[config.mk]
export PLATFORM = sky130hd
export DESIGN_NAME = rggen_apb_master_bridge_flat
export DESIGN_NICKNAME = d
export VERILOG_FILES = /design/src/rtl/rggen_apb_bridge_pkg.sv /design/src/rtl/rggen_apb_if.sv /design/src/rtl/rggen_apb_timeout_counter.sv /design/src/rtl/rggen_apb_master_bridge.sv /design/src/flat_wrapper.sv
export SDC_FILE = /design/constraint.sdc
export NUM_CORES = 1
export LEC_CHECK = 0
export ABC_AREA = 1
export BUFFER_PORTS_ARGS = -buffer_cell sky130_fd_sc_hd__buf_2
export CORE_UTILIZATION = 40
export DETAILED_ROUTE_END_ITERATION = 12
export GPL_TIMING_DRIVEN = 0
export PLACE_DENSITY = 0.78
export REMOVE_ABC_BUFFERS = 1
export SKIP_CTS_REPAIR_TIMING = 1
export SKIP_LAST_GASP = 1
export SLEW_MARGIN = 20
export SYNTH_ARGS = -nofsm -noshare
export SYNTH_HDL_FRONTEND = slang
export SYNTH_SLANG_ARGS = --single-unit
export TNS_END_PERCENT = 20
[constraint.sdc]
create_clock -name clk -period 2.5 [get_ports clk]
set_input_delay 0.625 -clock clk [delete_from_list [all_inputs] [get_ports clk]]
set_output_delay 0.625 -clock clk [all_outputs]
set_load 0.03 [all_outputs]
[src/rtl/rggen_apb_bridge_pkg.sv]
// Shared types and helpers for the command-to-APB3 master bridge.
package rggen_apb_bridge_pkg;

   localparam int unsigned STATUS_WIDTH = 2;

   // Transfer sequencing states
   typedef enum logic [1:0] {
      STATE_IDLE     = 2'd0,
      STATE_SETUP    = 2'd1,
      STATE_ACCESS   = 2'd2,
      STATE_RESPONSE = 2'd3
   } state_e;

   // Response status codes as seen on o_rsp_status
   typedef enum logic [STATUS_WIDTH-1:0] {
      STATUS_OK      = 2'd0,
      STATUS_SLVERR  = 2'd1,
      STATUS_TIMEOUT = 2'd2
   } status_e;

   // Bits needed to hold 0..limit without wrapping
   function automatic int unsigned timeout_count_width(input int unsigned limit);
      if (limit < 1) begin
         return 1;
      end
      return $clog2(limit + 1);
   endfunction

endpackage

[src/rtl/rggen_apb_if.sv]
// APB3 bus bundle with master and slave views.
interface rggen_apb_if #(
   parameter int unsigned ADDRESS_WIDTH = 16,
   parameter int unsigned DATA_WIDTH    = 32
);
   logic                     psel;
   logic                     penable;
   logic [ADDRESS_WIDTH-1:0] paddr;
   logic                     pwrite;
   logic [DATA_WIDTH-1:0]    pwdata;
   logic [DATA_WIDTH-1:0]    prdata;
   logic                     pready;
   logic                     pslverr;

   modport master (
      output psel, penable, paddr, pwrite, pwdata,
      input  prdata, pready, pslverr
   );

   modport slave (
      input  psel, penable, paddr, pwrite, pwdata,
      output prdata, pready, pslverr
   );
endinterface

[src/rtl/rggen_apb_timeout_counter.sv]
// Saturating wait-state counter; flags the cycle in which the limit is reached.
module rggen_apb_timeout_counter
   import rggen_apb_bridge_pkg::*;
#(
   parameter int unsigned LIMIT = 256
) (
   input  logic clk,
   input  logic rst_n,
   input  logic i_clear,
   input  logic i_count_en,
   output logic o_expired_c
);

   localparam int unsigned CW = timeout_count_width(LIMIT);

   logic [CW-1:0] count_q;
   logic [CW-1:0] count_d;

   // Clear wins; otherwise count enabled cycles and stick at the limit
   always_comb begin
      count_d = count_q;
      if (i_clear) begin
         count_d = '0;
      end else if (i_count_en && (count_q != CW'(LIMIT))) begin
         count_d = count_q + CW'(1);
      end
   end

   // The current enabled cycle is the LIMIT-th one
   assign o_expired_c = i_count_en && (count_q == CW'(LIMIT - 1));

   // Counter register
   always_ff @(posedge clk or negedge rst_n) begin
      if (!rst_n) begin
         count_q <= '0;
      end else begin
         count_q <= count_d;
      end
   end

endmodule

[src/rtl/rggen_apb_master_bridge.sv]
// Converts single valid/ready commands into APB3 transfers with a response channel.
module rggen_apb_master_bridge
   import rggen_apb_bridge_pkg::*;
#(
   parameter int unsigned ADDRESS_WIDTH  = 16,
   parameter int unsigned DATA_WIDTH     = 32,
   parameter int unsigned TIMEOUT_CYCLES = 256
) (
   input  logic                     clk,
   input  logic                     rst_n,
   input  logic                     i_cmd_valid,
   output logic                     o_cmd_ready,
   input  logic                     i_cmd_write,
   input  logic [ADDRESS_WIDTH-1:0] i_cmd_address,
   input  logic [DATA_WIDTH-1:0]    i_cmd_wdata,
   rggen_apb_if.master              apb_if,
   output logic                     o_rsp_valid,
   input  logic                     i_rsp_ready,
   output logic [STATUS_WIDTH-1:0]  o_rsp_status,
   output logic [DATA_WIDTH-1:0]    o_rsp_rdata
);

   state_e                   state_q,     state_d;
   logic                     cmd_ready_q, cmd_ready_d;
   logic                     psel_q,      psel_d;
   logic                     penable_q,   penable_d;
   logic                     pwrite_q,    pwrite_d;
   logic [ADDRESS_WIDTH-1:0] paddr_q,     paddr_d;
   logic [DATA_WIDTH-1:0]    pwdata_q,    pwdata_d;
   logic                     rsp_valid_q, rsp_valid_d;
   status_e                  status_q,    status_d;
   logic [DATA_WIDTH-1:0]    rdata_q,     rdata_d;

   logic clear_c;
   logic count_en_c;
   logic expired_c;

   // Wait-state timeout, absent when the limit is zero
   if (TIMEOUT_CYCLES != 0) begin : g_timeout
      rggen_apb_timeout_counter #(
         .LIMIT (TIMEOUT_CYCLES)
      ) u_timeout (
         .clk         (clk),
         .rst_n       (rst_n),
         .i_clear     (clear_c),
         .i_count_en  (count_en_c),
         .o_expired_c (expired_c)
      );
   end else begin : g_no_timeout
      assign expired_c = 1'b0;
   end

   // Next-state and next-output logic; slave inputs only matter in ACCESS
   always_comb begin
      state_d     = state_q;
      psel_d      = psel_q;
      penable_d   = penable_q;
      pwrite_d    = pwrite_q;
      paddr_d     = paddr_q;
      pwdata_d    = pwdata_q;
      rsp_valid_d = rsp_valid_q;
      status_d    = status_q;
      rdata_d     = rdata_q;
      clear_c     = 1'b0;
      count_en_c  = 1'b0;

      unique case (state_q)
         STATE_IDLE: begin
            if (i_cmd_valid && cmd_ready_q) begin
               state_d   = STATE_SETUP;
               psel_d    = 1'b1;
               penable_d = 1'b0;
               pwrite_d  = i_cmd_write;
               paddr_d   = i_cmd_address;
               pwdata_d  = i_cmd_wdata;
               clear_c   = 1'b1;
            end
         end
         STATE_SETUP: begin
            state_d   = STATE_ACCESS;
            penable_d = 1'b1;
         end
         STATE_ACCESS: begin
            if (apb_if.pready) begin
               state_d     = STATE_RESPONSE;
               psel_d      = 1'b0;
               penable_d   = 1'b0;
               rsp_valid_d = 1'b1;
               status_d    = apb_if.pslverr ? STATUS_SLVERR : STATUS_OK;
               rdata_d     = (!apb_if.pslverr && !pwrite_q) ? apb_if.prdata : '0;
            end else begin
               count_en_c = 1'b1;
               if (expired_c) begin
                  state_d     = STATE_RESPONSE;
                  psel_d      = 1'b0;
                  penable_d   = 1'b0;
                  rsp_valid_d = 1'b1;
                  status_d    = STATUS_TIMEOUT;
                  rdata_d     = '0;
               end
            end
         end
         STATE_RESPONSE: begin
            if (i_rsp_ready) begin
               state_d     = STATE_IDLE;
               rsp_valid_d = 1'b0;
            end
         end
         default: begin
            state_d = STATE_IDLE;
         end
      endcase

      cmd_ready_d = (state_d == STATE_IDLE);
   end

   // State and registered outputs; reset drops any transfer in flight
   always_ff @(posedge clk or negedge rst_n) begin
      if (!rst_n) begin
         state_q     <= STATE_IDLE;
         cmd_ready_q <= 1'b0;
         psel_q      <= 1'b0;
         penable_q   <= 1'b0;
         pwrite_q    <= 1'b0;
         paddr_q     <= '0;
         pwdata_q    <= '0;
         rsp_valid_q <= 1'b0;
         status_q    <= STATUS_OK;
         rdata_q     <= '0;
      end else begin
         state_q     <= state_d;
         cmd_ready_q <= cmd_ready_d;
         psel_q      <= psel_d;
         penable_q   <= penable_d;
         pwrite_q    <= pwrite_d;
         paddr_q     <= paddr_d;
         pwdata_q    <= pwdata_d;
         rsp_valid_q <= rsp_valid_d;
         status_q    <= status_d;
         rdata_q     <= rdata_d;
      end
   end

   assign o_cmd_ready    = cmd_ready_q;
   assign apb_if.psel    = psel_q;
   assign apb_if.penable = penable_q;
   assign apb_if.pwrite  = pwrite_q;
   assign apb_if.paddr   = paddr_q;
   assign apb_if.pwdata  = pwdata_q;
   assign o_rsp_valid    = rsp_valid_q;
   assign o_rsp_status   = status_q;
   assign o_rsp_rdata    = rdata_q;

endmodule

[src/flat_wrapper.sv]
// flat-port wrapper written by rule: the top's interface ports become plain ports
module rggen_apb_master_bridge_flat import rggen_apb_bridge_pkg::*;
#(
   parameter int unsigned ADDRESS_WIDTH  = 16,
   parameter int unsigned DATA_WIDTH     = 32,
   parameter int unsigned TIMEOUT_CYCLES = 256
)
  (clk, rst_n, i_cmd_valid, o_cmd_ready, i_cmd_write, i_cmd_address, i_cmd_wdata, o_rsp_valid, i_rsp_ready, o_rsp_status, o_rsp_rdata, apb_if_psel, apb_if_penable, apb_if_paddr, apb_if_pwrite, apb_if_pwdata, apb_if_prdata, apb_if_pready, apb_if_pslverr);
  rggen_apb_if #(.ADDRESS_WIDTH(ADDRESS_WIDTH), .DATA_WIDTH(DATA_WIDTH)) apb_if_i ();
  input  logic clk;
  input  logic rst_n;
  input  logic i_cmd_valid;
  output logic o_cmd_ready;
  input  logic i_cmd_write;
  input  logic [ADDRESS_WIDTH-1:0] i_cmd_address;
  input  logic [DATA_WIDTH-1:0] i_cmd_wdata;
  output logic o_rsp_valid;
  input  logic i_rsp_ready;
  output logic [STATUS_WIDTH-1:0] o_rsp_status;
  output logic [DATA_WIDTH-1:0] o_rsp_rdata;
  output wire logic [$bits(apb_if_i.psel)-1:0] apb_if_psel;
  output wire logic [$bits(apb_if_i.penable)-1:0] apb_if_penable;
  output wire logic [$bits(apb_if_i.paddr)-1:0] apb_if_paddr;
  output wire logic [$bits(apb_if_i.pwrite)-1:0] apb_if_pwrite;
  output wire logic [$bits(apb_if_i.pwdata)-1:0] apb_if_pwdata;
  input wire logic [$bits(apb_if_i.prdata)-1:0] apb_if_prdata;
  input wire logic [$bits(apb_if_i.pready)-1:0] apb_if_pready;
  input wire logic [$bits(apb_if_i.pslverr)-1:0] apb_if_pslverr;
  assign apb_if_psel = apb_if_i.psel;
  assign apb_if_penable = apb_if_i.penable;
  assign apb_if_paddr = apb_if_i.paddr;
  assign apb_if_pwrite = apb_if_i.pwrite;
  assign apb_if_pwdata = apb_if_i.pwdata;
  assign apb_if_i.prdata = apb_if_prdata;
  assign apb_if_i.pready = apb_if_pready;
  assign apb_if_i.pslverr = apb_if_pslverr;
  rggen_apb_master_bridge #(.ADDRESS_WIDTH(ADDRESS_WIDTH), .DATA_WIDTH(DATA_WIDTH), .TIMEOUT_CYCLES(TIMEOUT_CYCLES)) u_core (.clk(clk), .rst_n(rst_n), .i_cmd_valid(i_cmd_valid), .o_cmd_ready(o_cmd_ready), .i_cmd_write(i_cmd_write), .i_cmd_address(i_cmd_address), .i_cmd_wdata(i_cmd_wdata), .apb_if(apb_if_i), .o_rsp_valid(o_rsp_valid), .i_rsp_ready(i_rsp_ready), .o_rsp_status(o_rsp_status), .o_rsp_rdata(o_rsp_rdata));
endmodule
# Word level (Yosys, flattened, before mapping)
# Index checks and enable logic that the tools add are counted.
[word_totals] register_bits=98 input_bits=87 out_inout_bits=87 wordCells=65
[classes] addsub=1 eq_ne=8 n_mux=27 n_reduce_logical=18
[op_table] operator="2-to-1 mux 32 bit" count=3
[op_table] operator="2-to-1 mux 9 bit" count=2
[op_table] operator="2-to-1 mux 1 bit" count=12
[op_table] operator="2-to-1 mux 2 bit" count=6
[op_table] operator="adder 9 x 1 -> 9 bit, second input constant" count=1
[op_table] operator="== test 9 x 8 -> 1 bit, second input constant" count=1
[op_table] operator="inequality test 9 bit, second input constant" count=1
[op_table] operator="AND reduction 3 bit" count=3
[op_table] operator="one-hot mux 2 bit (4 select lines)" count=1
[op_table] operator="nonzero test 2 bit" count=4
[op_table] operator="== test 2 bit, second input constant" count=2
[op_table] operator="logical AND 1 bit" count=4
[op_table] operator="logical NOT 2 bit" count=2
[op_table] operator="one-hot mux 1 bit (2 select lines)" count=2
[op_table] operator="AND reduction 2 bit" count=2
[op_table] operator="inequality test 3 x 2 -> 1 bit, second input constant" count=1
[op_table] operator="one-hot mux 1 bit (3 select lines)" count=1
[op_table] operator="nonzero test 3 bit" count=1
[op_table] operator="== test 2 x 1 -> 1 bit, second input constant" count=1
[op_table] operator="logical NOT 1 bit" count=2
[op_table] operator="inequality test 2 x 1 -> 1 bit, second input constant" count=1
[op_table] operator="inequality test 2 bit, second input constant" count=1

# Longest topological paths before layout
# Gate-level depths: netlist of the first run.
[logic_depth] ltp_word=7 ltp_mapped=10 ltp_nobuf=9

# Cells and area by module
# Synthesis of the first run repeated with hierarchy kept, for this count alone.
[hier_totals] cells_unflattened=474 area_unflattened_um2=4190.3
[by_module_without_submodules] module="rggen_apb_master_bridge" instances=1 cells_each=392 area_each_um2=3604.7 seq_area_each_um2=2227.1
[by_module_without_submodules] module="rggen_apb_timeout_counter" instances=1 cells_each=82 area_each_um2=585.6 seq_area_each_um2=225.2

# Worst setup path after synthesis of the first run
# OpenSTA, ideal clock, no wires.
[synth_path] path_kind="reg2reg" startpoint="register u_core.g_timeout.u_timeout.count_q[1]" endpoint="register u_core.rdata_q[10], in the netlist u_core.o_rsp_rdata[10]" setup_time_ns=0.117 arrival_time_ns=1.603 t_required_ns=2.383 slack_ns=0.779 stages_incl_launch_ff=11 path_buffers=1 period_less_slack_ns=1.721 path_cell_list="dfrtp_1 > ha_1 > nand3_1 > nor4_1 > ha_1 > nor2_2 > nor2_8 > inv_4 > buf_2 > nand2_1 > nand2_1"
[synth_between] elab_chain_cells=4
[synth_rtl] item="start: declaration" line="rggen_apb_timeout_counter.sv:16" rtl="logic [CW-1:0] count_q;"
[synth_rtl] item="start signal: assignment" line="rggen_apb_timeout_counter.sv:37" rtl="count_q <= count_d;"
[synth_rtl] item="== test 9 x 8 -> 1 bit" line="rggen_apb_timeout_counter.sv:30" rtl="assign o_expired_c = i_count_en && (count_q == CW'(LIMIT - 1));"
[synth_rtl] item="logical AND 1 bit" line="rggen_apb_timeout_counter.sv:30"
[synth_rtl] item="nonzero test 2 bit (no source line)"
[synth_rtl] item="AND reduction 2 bit (no source line)"
[synth_rtl] item="end signal: assignment" line="rggen_apb_master_bridge.sv:140" rtl="rdata_q <= rdata_d;"
[synth_rtl] item="end: declaration" line="rggen_apb_master_bridge.sv:32" rtl="logic [DATA_WIDTH-1:0] rdata_q, rdata_d;"
# Every way passes these cells.
# A chain may end at the register's enable or synchronous reset.

# Final worst setup path of the first run
[layout_path] startpoint="register u_core.g_timeout.u_timeout.count_q[1]" endpoint="register u_core.penable_q, in the netlist u_core.apb_if.penable"
[layout_between] elab_chain_cells=4
[layout_rtl] item="== test 9 x 8 -> 1 bit" line="rggen_apb_timeout_counter.sv:30"
[layout_rtl] item="logical AND 1 bit" line="rggen_apb_timeout_counter.sv:30"
[layout_rtl] item="inequality test 3 x 2 -> 1 bit (no source line)"
[layout_rtl] item="AND reduction 3 bit (no source line)"
[layout_rtl] item="end signal: assignment" line="rggen_apb_master_bridge.sv:134" rtl="penable_q <= penable_d;"
[layout_rtl] item="end: declaration" line="rggen_apb_master_bridge.sv:26" rtl="logic penable_q, penable_d;"
# Every way passes these cells.

==> results of run 1 <==
==> per-stage QoR <==
step / util, % / cells
after floorplan: - / 443
after global placement: 50.7 / 749
after detailed placement: 51.2 / 751
after CTS: 53.3 / 766
after global routing: 53.4 / 767
final: 53.4 / 767
==> layout by cell type (no fill, tap or decap), types with 2 or more instances in the layout <==
master and count:
sky130_fd_sc_hd__nor3_1 3, sky130_fd_sc_hd__clkbuf_8 12, sky130_fd_sc_hd__buf_6 2, sky130_fd_sc_hd__inv_2 2, sky130_fd_sc_hd__inv_4 2, sky130_fd_sc_hd__xor2_1 3, sky130_fd_sc_hd__dfrtp_1 98, sky130_fd_sc_hd__o21ai_0 3
sky130_fd_sc_hd__inv_1 12, sky130_fd_sc_hd__ha_1 3, sky130_fd_sc_hd__nand2_1 240, sky130_fd_sc_hd__nand3_1 47, sky130_fd_sc_hd__nor2_1 18, sky130_fd_sc_hd__buf_2 172
==> registers in the layout, summed over array words and instances (netlist names), 2 cells and up <==
register / cells
u_core.o_rsp_rdata: 32
u_core.state_q: 2
u_core.o_rsp_status: 2
u_core.apb_if.pwdata: 32
u_core.apb_if.paddr: 16
u_core.g_timeout.u_timeout.count_q: 9
==> logic make-up (layout without fill, tap and decap cells) <==
family | after synthesis | after routing | share of synthesized area (%)
buffers and inverters | 36 | 206 | 4.67
AO/OA/AOI/OAI | 6 | 6 | 1.17
adder cells (fa/ha/maj) | 3 | 3 | 0.921
flip-flops | 98 | 98 | 60.2
XOR/XNOR | 3 | 3 | 0.645
AND/OR/NAND/NOR | 317 | 318 | 32.4
==> layout make-up <==
| cell class | count | area, um^2 |
|---|---|---|
| fill | 915 | 4570 |
| sequential | 98 | 2450 |
| multi-input combinational | 330 | 1450 |
| timing repair buffer | 175 | 911 |
| clock buffer | 13 | 169 |
| tap | 133 | 166 |
| inverter | 16 | 65.1 |
| clock inverter | 2 | 35.0 |
==> metal layers <==
layer	global-route usage [%]	part of all wire (%)
met4	8.13	1.3
met2	32.2	48
met5	0	0
met1	20.5	43
met3	5.97	7.9
==> synthesized netlist by cell type <==
| master | instances | share of area (%) |
|---|---|---|
| sky130_fd_sc_hd__nor3_1 | 3 | 0.37 |
| sky130_fd_sc_hd__o21ai_1 | 1 | 0.12 |
| sky130_fd_sc_hd__buf_4 | 5 | 0.92 |
| sky130_fd_sc_hd__o211ai_4 | 1 | 0.52 |
| sky130_fd_sc_hd__nor4_1 | 1 | 0.15 |
| sky130_fd_sc_hd__buf_6 | 2 | 0.55 |
| sky130_fd_sc_hd__xor2_1 | 3 | 0.65 |
| sky130_fd_sc_hd__o21ai_0 | 3 | 0.37 |
| sky130_fd_sc_hd__nand2_4 | 1 | 0.28 |
| sky130_fd_sc_hd__inv_2 | 2 | 0.18 |
| sky130_fd_sc_hd__nor2_8 | 1 | 0.49 |
| sky130_fd_sc_hd__and3_4 | 1 | 0.28 |
| sky130_fd_sc_hd__nand3b_1 | 1 | 0.18 |
| sky130_fd_sc_hd__nand2_8 | 1 | 0.49 |
| sky130_fd_sc_hd__nor3b_2 | 1 | 0.31 |
| sky130_fd_sc_hd__nand3_1 | 47 | 5.8 |
| sky130_fd_sc_hd__nor2_1 | 18 | 1.7 |
| sky130_fd_sc_hd__inv_4 | 2 | 0.31 |
| sky130_fd_sc_hd__dfrtp_1 | 98 | 60 |
| sky130_fd_sc_hd__inv_1 | 12 | 1.1 |
| sky130_fd_sc_hd__nor2_2 | 1 | 0.15 |
| sky130_fd_sc_hd__nand2_1 | 240 | 22 |
| sky130_fd_sc_hd__buf_2 | 13 | 1.6 |
| sky130_fd_sc_hd__a31oi_1 | 1 | 0.15 |
| sky130_fd_sc_hd__nand2_2 | 1 | 0.15 |
| sky130_fd_sc_hd__ha_1 | 3 | 0.92 |
==> worst min path at each step <==
stage                                   startpoint                  endpoint  slack [ps]  cells after the start
final                                        rst_n    u_core.o_rsp_rdata[17]         200                      1
after global routing                         rst_n    u_core.o_rsp_rdata[14]         210                      1
after CTS                                    rst_n    u_core.o_rsp_rdata[18]         200                      1
after detailed placement  u_core.apb_if.pwdata[21]  u_core.apb_if.pwdata[21]         460                      2
after global placement      u_core.o_rsp_rdata[18]    u_core.o_rsp_rdata[18]         460                      2
after floorplan                              rst_n    u_core.apb_if.paddr[0]         330                      0
==> worst register-to-register path: stages (launching register included) <==
cell	delay, ps
sky130_fd_sc_hd__dfrtp_1	400
sky130_fd_sc_hd__ha_1	210
sky130_fd_sc_hd__nand3_1	170
sky130_fd_sc_hd__nor4_1	260
sky130_fd_sc_hd__ha_1	220
sky130_fd_sc_hd__nor2_2	90
sky130_fd_sc_hd__nor2_8	280
sky130_fd_sc_hd__inv_4	240
sky130_fd_sc_hd__nand3b_1	160
sky130_fd_sc_hd__nand2_1	60
==> power breakdown <==
part	switching (W)	leakage [nW]	total [W]	internal [W]
logic	0.00216	1.73	0.00300	0.000832
clock network	0.000514	0.106	0.00105	0.000539
registers	0.000358	1.27	0.00256	0.00220
==> reports/qor.log, run 1 <==
qor: worst_setup_path.timing.critical_path.slowest_stage_cell sky130_fd_sc_hd__dfrtp_1
qor: worst_setup_path.cp_num_cells 9
qor: die.die_x 103 um
qor: sta.holdWs 200 ps
qor: cells_and_area.syn_to_final_growth 28.8%
qor: pwr.power_leakage 3.11 nW
qor: pwr.power.total 0.00661 W
qor: routing.dr.pass1.iters 4
qor: die.core-area 0.00982 mm^2
qor: sta.fin_skew 7.03 ps
qor: routing.drt_first_iter_violations 116
qor: die.die-height 103 um
qor: worst_setup_path.critical_path.reg2reg.endpoint u_core.apb_if.penable
qor: cts.clock_tree.buffer_depth 2
qor: routing.vias 3609
qor: cts.cts.reportedPaths.clkPinSlew 90 ps
qor: sta.timing.final.crit_share 87.4%
qor: die.floorplan.die_area 0.0106 mm^2
qor: global_route.grt-ovfl-total 0
qor: yosys.synth_warnings 0
qor: place.dpl_worst_slack 102 ps
qor: worst_setup_path.ff2ff_setup_slack 320 ps
qor: sta.max-slew-margin-rel 63.1%
qor: worst_setup_path.critical_path.max_fanout 36
qor: die.start_util 41.5%
qor: worst_setup_path.worstPathArrival 2430 ps
qor: routing.drt-total-wl 9730 um
qor: routing.count_of_unresolved_drc_violations_after_routing 0
qor: routing.detail-route-antenna-nets 0
qor: place.post_dp_cell_area 0.00503 mm^2
qor: sta.setup_viol 0
qor: yosys.syn_area 0.00407 mm^2
qor: outcome.outcome completed
qor: yosys.post_synth_inst_count 463
qor: yosys.synth.yosys.seq_area_share 60.2%
qor: worst_setup_path.worstSetupEndpointType register
qor: cells_and_area.ant_diodes 0
qor: routing.routedWlPerCell 12.7 um
qor: worst_setup_path.crit_buf_inv 1
qor: pwr.vdd.ir_drop.worst 635 uV
qor: cells_and_area.finish.instance_area 0.00525 mm^2
qor: worst_setup_path.criticalPathCategory register to register
qor: sta.tns 0 ps
qor: yosys.ys_seq_elements 98
qor: cts.numCtsBuffers 9
qor: routing.post_drt_via_cell_ratio 4.71
qor: sta.slew_of_the_pin_with_the_lowest_slew_margin 552 ps
qor: global_route.antenna_found_initial 0
qor: global_route.grtUsageTotal 18.4%
qor: place.dp.final_hpwl 6520 um
qor: cts.worst_skew_pair.late_latency 360 ps
qor: cells_and_area.fraction_of_final_layout_cells_sized_beyond_drive_strength_1 31.9%
qor: min_path.min-delay-path-class input port to async pin
qor: worst_setup_path.rr_startpoint u_core.g_timeout.u_timeout.count_q[1]
qor: worst_setup_path.worst_setup_path_startpoint u_core.g_timeout.u_timeout.count_q[1]
qor: worst_setup_path.critPathRequiredTime 2750 ps
qor: place.port_buffers 173
qor: worst_setup_path.crit_top_cell sky130_fd_sc_hd__ha_1
qor: worst_setup_path.startpoint_types register
qor: cts.cts_htree_levels 3
qor: cts.cts_tree built
qor: sta.achievable-frequency 458 MHz
qor: global_route.first_global_vias 3383
qor: global_route.grt_first_pass_wirelength 15000 um
qor: die.design.portCount 174
qor: pwr.power.density 1260 mW/mm^2
qor: worst_setup_path.length_in_cells_of_the_worst_reg_to_reg_path 9
qor: worst_setup_path.critical-path-top-delay-family simple AND/OR/NAND/NOR gates
qor: yosys.synth.lib_cells_used.distinct 26
qor: cts.clk_root_buffer_cell sky130_fd_sc_hd__clkbuf_8
qor: global_route.grt_start_max_net_pins 63
qor: cts.cts_sinks 98
qor: yosys.syn_area_per_cell 8.80 um^2
qor: die.core.rowCount 36
qor: sta.period_minus_slack 2180 ps
qor: sta.grt_setup_unrepaired false
qor: worst_setup_path.worst_path_largest_cell_delay 400 ps
qor: run.max_cap_violations 0
qor: worst_setup_path.endpoint_of_the_most_critical_setup_path u_core.apb_if.penable
qor: worst_setup_path.worstPathCellList ha_1 > nand3_1 > nor4_1 > ha_1 > nor2_2 > nor2_8 > inv_4 > nand3b_1 > nand2_1
qor: sta.post-route-worst-setup-slack 315 ps
qor: cells_and_area.final_net_count 720
qor: sta.slew_violations 0
qor: sta.timing_hold_violations_final 0
qor: place.place_congestion 0.779
Power figures use the tool's default switching activity.
==> run 2: changes to the inputs <==
--- a/config.mk
+++ b/config.mk
@@ -10,7 +10,7 @@
 export CORE_UTILIZATION = 40
 export DETAILED_ROUTE_END_ITERATION = 12
 export GPL_TIMING_DRIVEN = 0
-export PLACE_DENSITY = 0.78
+export PLACE_DENSITY_LB_ADDON = 0.08
 export REMOVE_ABC_BUFFERS = 1
 export SKIP_CTS_REPAIR_TIMING = 1
 export SKIP_LAST_GASP = 1
==> run 2 against run 1 <==
Effect of this change:
- critical endpoint unchanged
- sequential share of layout area is 0.056 points lower
- register-to-register slack worse by 80 ps
- final area is 0.12% higher
- non-clock buffer count is the same
==> reports/qor.log, run 2 (synthesis results as in run 1) <==
qor: cts.worst_skew_pair.late_latency 360 ps
qor: global_route.first_global_vias 3194
qor: routing.routedWlPerCell 12.9 um
qor: routing.post_drt_via_cell_ratio 4.60
qor: pwr.switchingPower 0.00305 W
qor: pwr.comb_power_share 45.2%
qor: sta.setup_viol 0
qor: die.start_util 41.5%
qor: worst_setup_path.critPathRequiredTime 2750 ps
qor: worst_setup_path.worstPathArrival 2520 ps
qor: worst_setup_path.crit_top_cell sky130_fd_sc_hd__ha_1
qor: global_route.antenna_found_initial 0
qor: global_route.grt-ovfl-total 0
qor: place.placedCellCount 751
qor: global_route.grt_start_max_net_pins 63
qor: worst_setup_path.worst_path_largest_cell_delay 400 ps
qor: worst_setup_path.criticalPathCategory register to register
qor: sta.slew_of_the_pin_with_the_lowest_slew_margin 787 ps
qor: die.floorplan.die_area 0.0106 mm^2
qor: pwr.power.density 1260 mW/mm^2
qor: sta.post-route-worst-setup-slack 235 ps
qor: pwr.sw_ratio 45.9%
qor: worst_setup_path.worstPathCellList ha_1 > nand3_1 > nor4_1 > ha_1 > nor2_2 > nor2_8 > inv_4 > nand3b_1 > nand2_1
qor: run.max_cap_violations 0
qor: cts.cts_sinks 98
qor: pwr.seqPwrFrac 38.4%
qor: sta.period_minus_slack 2260 ps
qor: routing.dr.pass1.iters 5
qor: sta.tns 0 ps
qor: min_path.min-delay-path-class input port to async pin
qor: routing.detail-route-antenna-nets 0
qor: sta.achievable-frequency 442 MHz
qor: routing.drt_first_iter_violations 155
qor: sta.max-slew-margin-rel 47.5%
qor: place.dp.final_hpwl 6540 um
qor: global_route.grtUsageTotal 19.1%
qor: cts.cts_htree_levels 3
qor: cells_and_area.ant_diodes 0
qor: cts.clk_root_buffer_cell sky130_fd_sc_hd__clkbuf_8
qor: cells_and_area.layout_common_cells sky130_fd_sc_hd__nand2_1 (240), sky130_fd_sc_hd__buf_2 (172), sky130_fd_sc_hd__dfrtp_1 (98)
qor: worst_setup_path.timing.critical_path.slowest_stage_cell sky130_fd_sc_hd__dfrtp_1
qor: cells_and_area.fraction_of_final_layout_cells_sized_beyond_drive_strength_1 31.9%
qor: sta.grt_setup_unrepaired false
qor: cells_and_area.final_cells 767
qor: worst_setup_path.startpoint_types register
qor: sta.fin_skew 10.4 ps
qor: place.place_congestion 0.808
qor: cells_and_area.most_common_cell_after_layout_fill_and_taps_aside sky130_fd_sc_hd__nand2_1
qor: pwr.internal_power 0.00359 W
qor: place.port_buffers 173
qor: pwr.vdd.ir_drop.worst 608 uV
qor: pwr.power_leakage 3.11 nW
qor: cts.clock_tree.buffer_depth 2
qor: cts.cts_tree built
qor: routing.drt-total-wl 9880 um
qor: cts.cts.reportedPaths.clkPinSlew 90 ps
qor: global_route.grt_first_pass_wirelength 15400 um
qor: cells_and_area.syn_to_final_growth 29.0%
qor: sta.slew_violations 0
qor: die.die-height 103 um
qor: outcome.outcome completed
qor: cells_and_area.final_net_count 720
qor: die.die_x 103 um
qor: worst_setup_path.critical_path.max_fanout 36
qor: cts.numCtsBuffers 9
qor: place.dpl_worst_slack 30.6 ps
qor: cells_and_area.fillCellCount 977
qor: worst_setup_path.worstSetupEndpointType register
qor: die.core-area 0.00982 mm^2
qor: die.core.rowCount 36
qor: routing.vias 3530
qor: die.design.portCount 174
qor: routing.count_of_unresolved_drc_violations_after_routing 0
qor: sta.timing.final.crit_share 90.6%
qor: pwr.clkPwrFrac 16.4%
qor: sta.timing_hold_violations_final 0
## run 2: cell count changes in the layout (fill, tap and decap cells not counted), sizes merged
cell,delta
inv,+1
clkbuf,-3
bufinv,+1
clkinv,+1
## run 2: worst paths after layout
| kind | from | end | slack, ps | depth (start not counted) |
|---|---|---|---|---|
| max in group asynchronous | rst_n | u_core.apb_if.pwdata[2] | 1740 | 2 |
| min in group clk | i_cmd_wdata[30] | u_core.apb_if.pwdata[30] | 450 | 3 |
| worst max-delay path | u_core.g_timeout.u_timeout.count_q[1] | u_core.apb_if.penable | 240 | 9 |
| worst max register to register | u_core.g_timeout.u_timeout.count_q[1] | u_core.apb_if.penable | 240 | 9 |
| worst min-delay path | rst_n | u_core.o_rsp_rdata[10] | 150 | 1 |
| worst min register to register | u_core.o_rsp_rdata[9] | u_core.o_rsp_rdata[9] | 480 | 2 |
## run 2: cell type report
cell class / count / area [um^2] / share of cell area [%]
Tap cell: 133 / 166 / 3.17
Sequential cell: 98 / 2450 / 46.7
Inverter: 16 / 65.1 / 1.24
Clock buffer: 10 / 128 / 2.43
Clock inverter: 5 / 78.8 / 1.50
Multi-Input combinational cell: 330 / 1450 / 27.6
Timing Repair Buffer: 175 / 915 / 17.4
## run 2: routing by layer
layer,global-route usage [%],routed length (um),vias to the layer above
met1,23.8,4310,1616
met3,5.69,802,15
li1,-,-,1764
met2,31.0,4580,135
met4,8.56,187,0
met5,0,0,-
## run 2: power groups by stage
stage	clock network (W)	logic [W]	registers [W]
2_1_floorplan	0	0.000880	0.00371
3_3_place_gp	0	0.00297	0.00254
3_5_place_dp	0	0.00302	0.00256
4_1_cts	0.00114	0.00302	0.00255
5_1_grt	0.00119	0.00328	0.00263
6_report	0.00109	0.00300	0.00255
## run 2: per-stage QoR
stage | total power [W] | hold WS [ps] | instance area (um^2) | util [%]
2_1_floorplan | 0.00459 | 329 | 3950 | -
3_3_place_gp | 0.00551 | 457 | 4980 | 50.7
3_5_place_dp | 0.00558 | 460 | 5040 | 51.3
4_1_cts | 0.00670 | 148 | 5240 | 53.4
5_1_grt | 0.00710 | 164 | 5250 | 53.5
6_report | 0.00664 | 153 | 5250 | 53.5
## run 2: critical path: cells and delay by family (launching register included)
kind / cells / cell delay (ps)
and+or+nand+nor: 6 / 1050
DFF: 1 / 400
adders and majority gates: 2 / 440
buffers and inverters: 1 / 230
